--- config.mk ---
export PLATFORM = sky130hd
export DESIGN_NAME = matrix_feeder
export DESIGN_NICKNAME = d
export VERILOG_FILES = /design/src/rtl/matrix_feeder_pkg.sv /design/src/rtl/matrix_feeder_skew_lane_select.sv /design/src/rtl/matrix_feeder.sv
export SDC_FILE = /design/constraint.sdc
export NUM_CORES = 1
export LEC_CHECK = 0
export ABC_AREA = 1
export BUFFER_PORTS_ARGS = -buffer_cell sky130_fd_sc_hd__buf_2
export CAP_MARGIN = 20
export CELL_PAD_IN_SITES_DETAIL_PLACEMENT = 1
export CELL_PAD_IN_SITES_GLOBAL_PLACEMENT = 2
export CORE_ASPECT_RATIO = 0.9
export CORE_MARGIN = 2
export CORE_UTILIZATION = 33
export DETAILED_ROUTE_END_ITERATION = 16
export MAX_ROUTING_LAYER = met4
export PLACE_DENSITY_LB_ADDON = 0.1
export SYNTH_ARGS = -nofsm -noshare
export SYNTH_HDL_FRONTEND = slang
export SYNTH_SLANG_ARGS = --single-unit
--- constraint.sdc ---
create_clock -name clk -period 2.3 [get_ports clk]
set_clock_uncertainty 0.1 [all_clocks]
set_input_delay 0.115 -clock clk [delete_from_list [all_inputs] [get_ports clk]]
set_output_delay 0.115 -clock clk [all_outputs]
set_load 0.01 [all_outputs]
--- src/rtl/matrix_feeder_pkg.sv ---
// Shared definitions for the matrix feeder: default geometry, FSM encoding
// and the row-major element slice helper.
package matrix_feeder_pkg;

  localparam int N_DEF      = 2;
  localparam int DATA_W_DEF = 8;

  typedef enum logic [2:0] {
    ST_IDLE  = 3'd0,
    ST_CLEAR = 3'd1,
    ST_FEED  = 3'd2,
    ST_DRAIN = 3'd3,
    ST_READ  = 3'd4
  } state_t;

  // LSB of element [row][col] in a row-major packed n x n matrix of w-bit elements.
  function automatic int elem_lsb(input int row, input int col, input int n, input int w);
    return w * (row * n + col);
  endfunction

endpackage

--- src/rtl/matrix_feeder_skew_lane_select.sv ---
// One skewed lane: lane LANE presents element (t - LANE) of its N candidate
// elements while that index lies in 0..N-1, otherwise zero.
module skew_lane_select
  import matrix_feeder_pkg::*;
#(
  parameter int N      = N_DEF,
  parameter int DATA_W = DATA_W_DEF,
  parameter int CNT_W  = 2,
  parameter int LANE   = 0
) (
  input  logic [CNT_W-1:0]    t,
  input  logic                en,
  input  logic [N*DATA_W-1:0] elems,
  output logic [DATA_W-1:0]   elem
);

  // Pick the element whose skewed slot matches the current step; zero outside the diagonal band.
  always_comb begin
    elem = '0;
    if (en) begin
      for (int k = 0; k < N; k++) begin
        if (int'(t) == LANE + k) elem = elems[k*DATA_W +: DATA_W];
      end
    end
  end

endmodule

--- src/rtl/matrix_feeder.sv ---
// Feeds one C = A x B job into a systolic array: captures both operands,
// clears the accumulators, streams skewed A columns / B rows, drains the
// pipeline with zeros and pulses the result read.
//
// state | meaning
// IDLE  | ready for a job; operands captured on i_load
// CLEAR | one-cycle accumulator clear
// FEED  | 2N-1 skewed operand steps, t = 0..2N-2
// DRAIN | N cycles of zero vectors to flush the array
// READ  | one-cycle result read pulse
module matrix_feeder
  import matrix_feeder_pkg::*;
#(
  parameter int N      = N_DEF,
  parameter int DATA_W = DATA_W_DEF
) (
  input  logic                  clk,
  input  logic                  i_reset,
  input  logic [N*N*DATA_W-1:0] i_a_matrix,
  input  logic [N*N*DATA_W-1:0] i_b_matrix,
  input  logic                  i_load,
  output logic                  o_ready,
  output logic [N*DATA_W-1:0]   o_a_vector,
  output logic [N*DATA_W-1:0]   o_b_vector,
  output logic                  o_data_valid,
  output logic                  o_acc_clear,
  output logic                  o_read_en
);

  localparam int CNT_W = $clog2(2 * N);
  // FEED counts t upward; DRAIN reuses the counter as a down-counter to zero.
  localparam logic [CNT_W-1:0] FEED_LAST   = CNT_W'(2 * N - 2);
  localparam logic [CNT_W-1:0] DRAIN_FIRST = CNT_W'(N - 1);

  state_t                  state, state_nx;
  logic [CNT_W-1:0]        cnt, cnt_nx;
  logic                    capture;
  logic [N*N*DATA_W-1:0]   a_reg, b_reg;

  logic [N*DATA_W-1:0]     a_rows [N];
  logic [N*DATA_W-1:0]     b_cols [N];
  logic [N*DATA_W-1:0]     a_vec_nx, b_vec_nx;
  logic                    feed_nx;
  logic                    ready_nx, valid_nx, clear_nx, read_nx;

  // Lane i of A walks row i; lane j of B walks column j (gathered from row-major storage).
  for (genvar i = 0; i < N; i++) begin : g_lanes
    assign a_rows[i] = a_reg[elem_lsb(i, 0, N, DATA_W) +: N*DATA_W];
    for (genvar k = 0; k < N; k++) begin : g_bcol
      assign b_cols[i][k*DATA_W +: DATA_W] = b_reg[elem_lsb(k, i, N, DATA_W) +: DATA_W];
    end

    skew_lane_select #(.N(N), .DATA_W(DATA_W), .CNT_W(CNT_W), .LANE(i)) u_a_lane (
      .t     (cnt_nx),
      .en    (feed_nx),
      .elems (a_rows[i]),
      .elem  (a_vec_nx[i*DATA_W +: DATA_W])
    );

    skew_lane_select #(.N(N), .DATA_W(DATA_W), .CNT_W(CNT_W), .LANE(i)) u_b_lane (
      .t     (cnt_nx),
      .en    (feed_nx),
      .elems (b_cols[i]),
      .elem  (b_vec_nx[i*DATA_W +: DATA_W])
    );
  end

  // State, step counter, operand capture and registered outputs.
  always_ff @(posedge clk) begin
    if (!i_reset) begin
      state        <= ST_IDLE;
      cnt          <= '0;
      a_reg        <= '0;
      b_reg        <= '0;
      o_ready      <= 1'b1;
      o_data_valid <= 1'b0;
      o_acc_clear  <= 1'b0;
      o_read_en    <= 1'b0;
      o_a_vector   <= '0;
      o_b_vector   <= '0;
    end else begin
      state        <= state_nx;
      cnt          <= cnt_nx;
      if (capture) begin
        a_reg <= i_a_matrix;
        b_reg <= i_b_matrix;
      end
      o_ready      <= ready_nx;
      o_data_valid <= valid_nx;
      o_acc_clear  <= clear_nx;
      o_read_en    <= read_nx;
      o_a_vector   <= a_vec_nx;
      o_b_vector   <= b_vec_nx;
    end
  end

  // Phase sequencing with terminal-count compares on the shared counter.
  always_comb begin
    state_nx = state;
    cnt_nx   = cnt;
    capture  = 1'b0;
    unique case (state)
      ST_IDLE: begin
        if (i_load) begin
          state_nx = ST_CLEAR;
          cnt_nx   = '0;
          capture  = 1'b1;
        end
      end
      ST_CLEAR: begin
        state_nx = ST_FEED;
        cnt_nx   = '0;
      end
      ST_FEED: begin
        if (cnt == FEED_LAST) begin
          state_nx = ST_DRAIN;
          cnt_nx   = DRAIN_FIRST;
        end else begin
          cnt_nx = cnt + CNT_W'(1);
        end
      end
      ST_DRAIN: begin
        if (cnt == '0) state_nx = ST_READ;
        else           cnt_nx   = cnt - CNT_W'(1);
      end
      ST_READ: begin
        state_nx = ST_IDLE;
        cnt_nx   = '0;
      end
      default: begin
        state_nx = ST_IDLE;
        cnt_nx   = '0;
      end
    endcase
  end

  // Output values for the upcoming state, so the outputs themselves are flops.
  always_comb begin
    ready_nx = 1'b0;
    valid_nx = 1'b0;
    clear_nx = 1'b0;
    read_nx  = 1'b0;
    feed_nx  = 1'b0;
    unique case (state_nx)
      ST_IDLE:  ready_nx = 1'b1;
      ST_CLEAR: clear_nx = 1'b1;
      ST_FEED: begin
        valid_nx = 1'b1;
        feed_nx  = 1'b1;
      end
      ST_DRAIN: valid_nx = 1'b1;
      ST_READ:  read_nx  = 1'b1;
      default:  ready_nx = 1'b0;
    endcase
  end

endmodule

==> results of run 1 <==
==> cell families (layout without fill, tap and decap cells) <==
family / count (synthesis) / after routing
and+or+nand+nor: 229 / 229
DFF: 105 / 105
AOI/OAI and AO/OA: 98 / 98
buffers and inverters: 50 / 210
==> cell type report <==
type	instances	share of cell area, %
clock buffer	9	4.01
inverter	14	0.935
timing repair buffer	180	22.8
clock inverter	7	1.38
tap	160	3.56
sequential	105	37.4
multi-input combinational	327	29.9
==> worst max path at each step <==
stage | slack (ns) | depth (start not counted) | to | from
after CTS | 0.52 | 7 | o_b_vector[14]$_SDFF_PN0_ | state[2]$_SDFF_PN0_
after detailed placement | 0.52 | 6 | o_b_vector[5]$_SDFF_PN0_ | state[2]$_SDFF_PN0_
after global placement | 0.57 | 7 | o_b_vector[2]$_SDFF_PN0_ | state[2]$_SDFF_PN0_
final | 0.52 | 7 | o_b_vector[14]$_SDFF_PN0_ | state[2]$_SDFF_PN0_
after floorplan | 0.90 | 8 | a_reg[10]$_SDFFE_PN0P_ | state[0]$_SDFF_PN0_
after global routing | 0.38 | 7 | o_b_vector[14]$_SDFF_PN0_ | state[2]$_SDFF_PN0_
==> worst max-delay path, delay by kind of cell, from the launching register on <==
family / cells / cell delay, ns
and+or+nand+nor: 3 / 0.42
DFF: 1 / 0.49
AOI/OAI and AO/OA: 1 / 0.17
buffers and inverters: 3 / 0.53
==> repair_timing <==
item,CTS,global route
endpoints found under the hold margin,67,0
hold buffers,65,0
resized for setup,0,0
endpoints found under the setup margin,0,0
==> placed cells by master (no fill, tap or decap), drive strengths merged <==
| master | n |
|---|---|
| buf | 115 |
| clkinvlp | 1 |
| nand2 | 12 |
| nand3 | 72 |
| bufinv | 1 |
| inv | 16 |
| and3 | 2 |
| nor3 | 2 |
| dfxtp | 105 |
| dlygate4sd3 | 65 |
| clkbuf | 9 |
| o21ai | 66 |
| nor2 | 141 |
| a21oi | 32 |
| clkinv | 3 |
==> power by group through the flow <==
stage,Sequential (mW),Clock (mW),Combinational (mW)
floorplan,2.05,0,0.331
global placement,2.06,0,0.494
detailed placement,2.06,0,0.504
CTS,2.02,1.62,0.592
global route,2.04,1.70,0.658
finish,2.02,1.57,0.583
==> per-layer routing <==
layer / routed length [um] / track usage (%) / vias up
li1: - / - / 1890
met1: 5570 / 23.9 / 1835
met2: 5710 / 32.2 / 78
met3: 444 / 3.97 / 12
met4: 157 / 5.48 / 0
met5: 0 / - / -
==> metrics.txt, run 1 <==
status finished, final reports clean; Final nets 704; FF/Latch Area 2100 um^2; Post-Synth Simple-Gate Area 27.4%; post-route minimum period 1.78 ns; largest family of logic cells by synthesized area simple AND/OR/NAND/NOR gates; XOR/XNOR Fraction of Synth Area 0%; worst r2r src state[2]$_SDFF_PN0_; post-synth top area cell dfxtp_1; Setup Viol. Count Final 0; Syn Inst Count 482; largest net degree at the start of global routing 68; Switching Share 26.9%; multi-input logic area 1680 um^2; DRC violations left 0; Placement Setup Slack 0.522 ns; top cells by count, synth 136 x nor2_1, 105 x dfxtp_1, 65 x o21ai_0; Post-DP Area 4670 um^2; hold depth 5; worst hold margin 0.261 ns; Final Non-Filler Cells 802; dpl cells 721; syn_nets 549; Die ar. 13,200 um^2; worst-path cell chain inv_2 -> nand3_1 -> inv_2 -> nor2_4 -> buf_4 -> nand3_1 -> a21oi_2; HP Class input pin to flip-flop; antenna violations before repair 0; wire length per cell 14.8 um; worst-margin pin slew 0.657 ns; VDD IR max 0.000551 V; Slew Viols, Final 0; Total Neg Setup Slack 0 ns; Final Power 4.18 mW; TritonCTS clock tree yes; hold path endpoint o_acc_clear$_SDFF_PN0_; setup ws final 0.518 ns; Logic pwr share 14.0%; leak pwr 2.45 nW; grt total ovfl 0; clock latency on the worst-skew pair 0.35 ns; Filler Cell Count 1,451; hpwl dp 7.38 mm; reg-to-reg endpoint o_b_vector[14]$_SDFF_PN0_; CP peak stage delay 0.49 ns; share of the synthesized area in the top cell type 51.8%; crit end category flip-flop; Initial DRC Count 178; fin area 5620 um^2; Seq/Total Area, Yosys 51.8%; Total Wirelength 11.9 mm; Sequential Power Share 48.4%; mapped cell area 4060 um^2; CTS root buf clkbuf_16; ant diodes 0; post-synthesis mux area share 0%; asr flop ratio synth 0%; DIE HEIGHT 109 um; core box area 12,000 um^2; Tcrit/Tclk final 77.5%; CTS Buf Count 9; path depth of the worst reg2reg path 7; vias in the first global route 3,805; maximum buffer depth of the clock tree 2; total global-route track usage 19.4%; #FFs+latches synth 105; io pins 103; Post-synth EDFFs 0; Rows 38; Final Util 46.7%; max_cap viols 0; width of the die 121 um; Pwr Density 743 nW/um^2; Ys Warns 0; Setup Buffers After CTS 0; RSZ-0062 raised after global routing no; CP max FO 32; ys flop type dfxtp_1; Unique masters post-synth 21; total internal power 3.06 mW; clock power share 37.6%; Final ANT Viol Nets 0; DR vias/cell 4.76; H-tree depth 3; Final Hold Fails 0; achievable frequency 561 MHz; vias 3,815; CP Class flip-flop to flip-flop; Worst EP required 2.48 ns; drt pass-1 iters 4; Synth Area in Compound Gates 13.8%; Synth Area in Adders 0%; CTS clk-pin slew, worst paths 0.07 ns; critical path startpoint category flip-flop; worst reg-to-reg setup slack 0.52 ns; layout cells sized above 1 29.1%; critical path arrival 1.96 ns; Initial Util 33.7%; area delta synth->final 38.5%; # port buffers 102; CP max-delay cell dfxtp_1; Net Switching 1.12 mW; GP Congestion 0.739; first-pass GRT wire length 19.3 mm; clock net sink count 105; Syn Area/Cell 8.42 um^2; HP Start i_load; most numerous cell in the Yosys netlist nor2_1; Slew HR 56.2%; synth top area cells dfxtp_1 52%, nor2_1 13%, o21ai_0 8.0%
No activity file was read; power rests on OpenSTA's default activity.
==> run 2: changes to the inputs <==
ABC_AREA = 0   (was 1)
CORE_UTILIZATION = 27   (was 33)
clock period = 1.62 ns   (was 2.3 ns; I/O delays follow)
==> run 2 against run 1 <==
Compared with the run above: the run now ends with negative setup slack left; non-clock buffer count grew 34; wire length is 12% higher; global-route usage decreased by 0.90 points; maximum frequency up 2.3%; via count shrank 2.5%; synthesized area down 7.6%; clock power grew 34%; sequential share of layout area down 5.3 points; largest power group unchanged.
==> metrics.txt, run 2 <==
status finished with violations; failing checks negative setup slack; setup ws final -0.122 ns (-0.640 ns); CTS root buf clkbuf_16; leak pwr 2.88 nW (+17%); width of the die 128 um (+6.1%); clock latency on the worst-skew pair 0.34 ns (about the same); largest net degree at the start of global routing 65 (-4.4%); CP max-delay cell dfxtp_4; Worst path most repeated cell buf_6; Final nets 669 (-5.0%); CTS Buf Count 9 (unchanged); Seq/Total Area, Yosys 56.0% (+4.2 points); achievable frequency 574 MHz (+2.3%); Slew HR 24.8% (-31 points); Rows 40 (+5.3%); synth top area cells dfxtp_1 56%, nand2_1 13%, a21oi_1 8.9%; CP peak stage delay 0.36 ns (-0.13 ns); Final Power 6.11 mW (+46%); worst-path cell chain buf_6 -> buf_4 -> o21bai_2 -> a2111oi_4 -> buf_6 -> buf_12 -> a32o_1; Worst EP required 1.80 ns (-0.68 ns); HP Class input pin to flip-flop; max_cap viols 0 (unchanged); post-route minimum period 1.74 ns (-0.0397 ns); DR vias/cell 4.81 (+1.0%); Ys Warns 0 (unchanged); Final ANT Viol Nets 0 (unchanged); Post-synth EDFFs 0 (unchanged); first-pass GRT wire length 20.3 mm (+5.2%); # port buffers 102 (unchanged); Final Hold Fails 0 (unchanged); ant diodes 0 (unchanged); Setup Viol. Count Final 96 (+96); total global-route track usage 18.5% (-0.90 points); layout cells sized above 1 52.0% (+23 points); maximum buffer depth of the clock tree 2 (unchanged); core box area 13,500 um^2 (+12%); VDD IR max 0.000538 V (-2.3%); mapped cell area 3750 um^2 (-7.6%); Pwr Density 927 nW/um^2 (+25%); Syn Inst Count 408 (-15%); TritonCTS clock tree yes; Initial DRC Count 129 (-28%); GP Congestion 0.813 (+9.9%); Tcrit/Tclk final 108% (+30 points); crit end category flip-flop; vias in the first global route 3,829 (+0.63%); delay-heaviest family, CP compound AO/OA/AOI/OAI gates; critical path startpoint category flip-flop; CP Class flip-flop to flip-flop; Slew Viols, Final 0 (unchanged); area delta synth->final 75.8%; vias 3,720 (-2.5%); H-tree depth 3 (unchanged); CP max FO 16 (-50%); DRC violations left 0 (unchanged); critical path arrival 1.93 ns (-0.03 ns); commonest cells after routing, fill and taps aside 102 x dfxtp_1, 102 x buf_2, 74 x nand2_1; clock net sink count 105 (unchanged); Initial Util 27.9% (-5.9 points); ys flop type dfxtp_1; hpwl dp 7.20 mm (-2.4%); Syn Area/Cell 9.19 um^2 (+9.2%); antenna violations before repair 0 (unchanged); CTS clk-pin slew, worst paths 0.07 ns (about the same); drt pass-1 iters 5 (+1); Die ar. 14,900 um^2 (+12%); io pins 103 (unchanged); asr flop ratio synth 0% (unchanged); wire length per cell 17.2 um (+16%); #FFs+latches synth 105 (unchanged); Post-DP Area 4550 um^2 (-2.6%); worst-margin pin slew 1.13 ns (+0.471 ns); syn_nets 475 (-13%); fin area 6600 um^2 (+17%); top cells by count, synth 134 x nand2_1, 105 x dfxtp_1, 67 x a21oi_1; grt total ovfl 0 (unchanged); most numerous cell in the Yosys netlist nand2_1; post-synth top area cell dfxtp_1; RSZ-0062 raised after global routing yes; Unique masters post-synth 34 (+62%); Crit path buffers/inverters 4 (+1); DIE HEIGHT 116 um (+6.1%); Total Wirelength 13.3 mm (+12%); share of the synthesized area in the top cell type 56.0% (+4.2 points)
-- run 2: cell types whose count changed in the layout (fill, tap and decap cells not counted), moves of 7 or more --
cell / before / now
a21oi_2: 19 / 61
inv_1: 10 / 1
a32o_2: 0 / 10
nor2_1: 135 / 4
o21ai_0: 65 / 0
buf_12: 2 / 14
nand3_1: 46 / 0
a32o_1: 0 / 22
nand3_2: 26 / 0
nand2_1: 11 / 74
buf_6: 0 / 8
buf_4: 11 / 18
nand2_4: 0 / 50
nand2_2: 1 / 11
-- run 2: worst min-delay path: stages --
cell	delay (ns)
buf_2	0.17
nor3b_1	0.07
o21bai_1	0.12
a21oi_1	0.07
-- run 2: stage by stage --
stage	utilization, %	cells	setup TNS, ns	hold WS [ns]	worst slack (ns)
2_1_floorplan	-	408	-0.0802	0.117	-0.00340
3_3_place_gp	33.8	670	-9.57	0.221	-0.218
3_5_place_dp	33.8	670	-13.68	0.230	-0.256
4_1_cts	45.0	773	-8.85	0.110	-0.155
5_1_grt	49.0	774	-14.58	0.148	-0.195
6_report	49.0	774	-8.39	0.114	-0.122
-- run 2: worst paths after layout --
kind	startpoint	endpoint	slack [ns]	cells past startpoint
hold / removal	i_load	cnt[0]$_SDFF_PN0_	0.11	4
setup / recovery	state[0]$_SDFF_PN0_	o_a_vector[13]$_SDFF_PN0_	-0.12	7
setup reg to reg	state[0]$_SDFF_PN0_	o_a_vector[13]$_SDFF_PN0_	-0.12	7
hold reg to reg	a_reg[30]$_SDFFE_PN0P_	a_reg[30]$_SDFFE_PN0P_	0.36	2
-- run 2: final cells by class --
class	instances	area (um^2)
timing repair buffer	214	1830
sequential	105	2110
fill	1449	6870
clock inverter	1	8.76
tap	168	210
clock buffer	14	274
multi-input combinational	270	2150
inverter	2	7.51
-- run 2: cells by family (layout without fill, tap and decap cells) --
group | Yosys count | in the layout | share of synthesized area [%]
buffers and inverters | 34 | 231 | 5.34
AOI/OAI and AO/OA | 110 | 110 | 20.7
DFF | 105 | 105 | 56.0
and+or+nand+nor | 159 | 160 | 17.9
-- run 2: power breakdown --
| part | switching, mW | internal, mW |
|---|---|---|
| Sequential | 0.0735 | 2.71 |
| Clock | 0.926 | 1.17 |
| Combinational | 0.623 | 0.609 |
-- run 2: layer usage --
metal | vias up | wire length, um | track usage [%]
met1 | 1829 | 5900 | 22.3
met3 | 16 | 438 | 3.42
li1 | 1792 | - | -
met5 | - | 0 | -
met2 | 83 | 6780 | 32.0
met4 | 0 | 217 | 4.54
-- run 2: repair_timing --
action / in CTS / in global routing
gates cloned: 8 / 3
hold buffers: 64 / 0
hold endpoints to repair: 64 / 0
gates resized for setup: 64 / 155
buffers inserted: 16 / 4
pin swaps: 21 / 96
setup endpoints to repair: 96 / 97
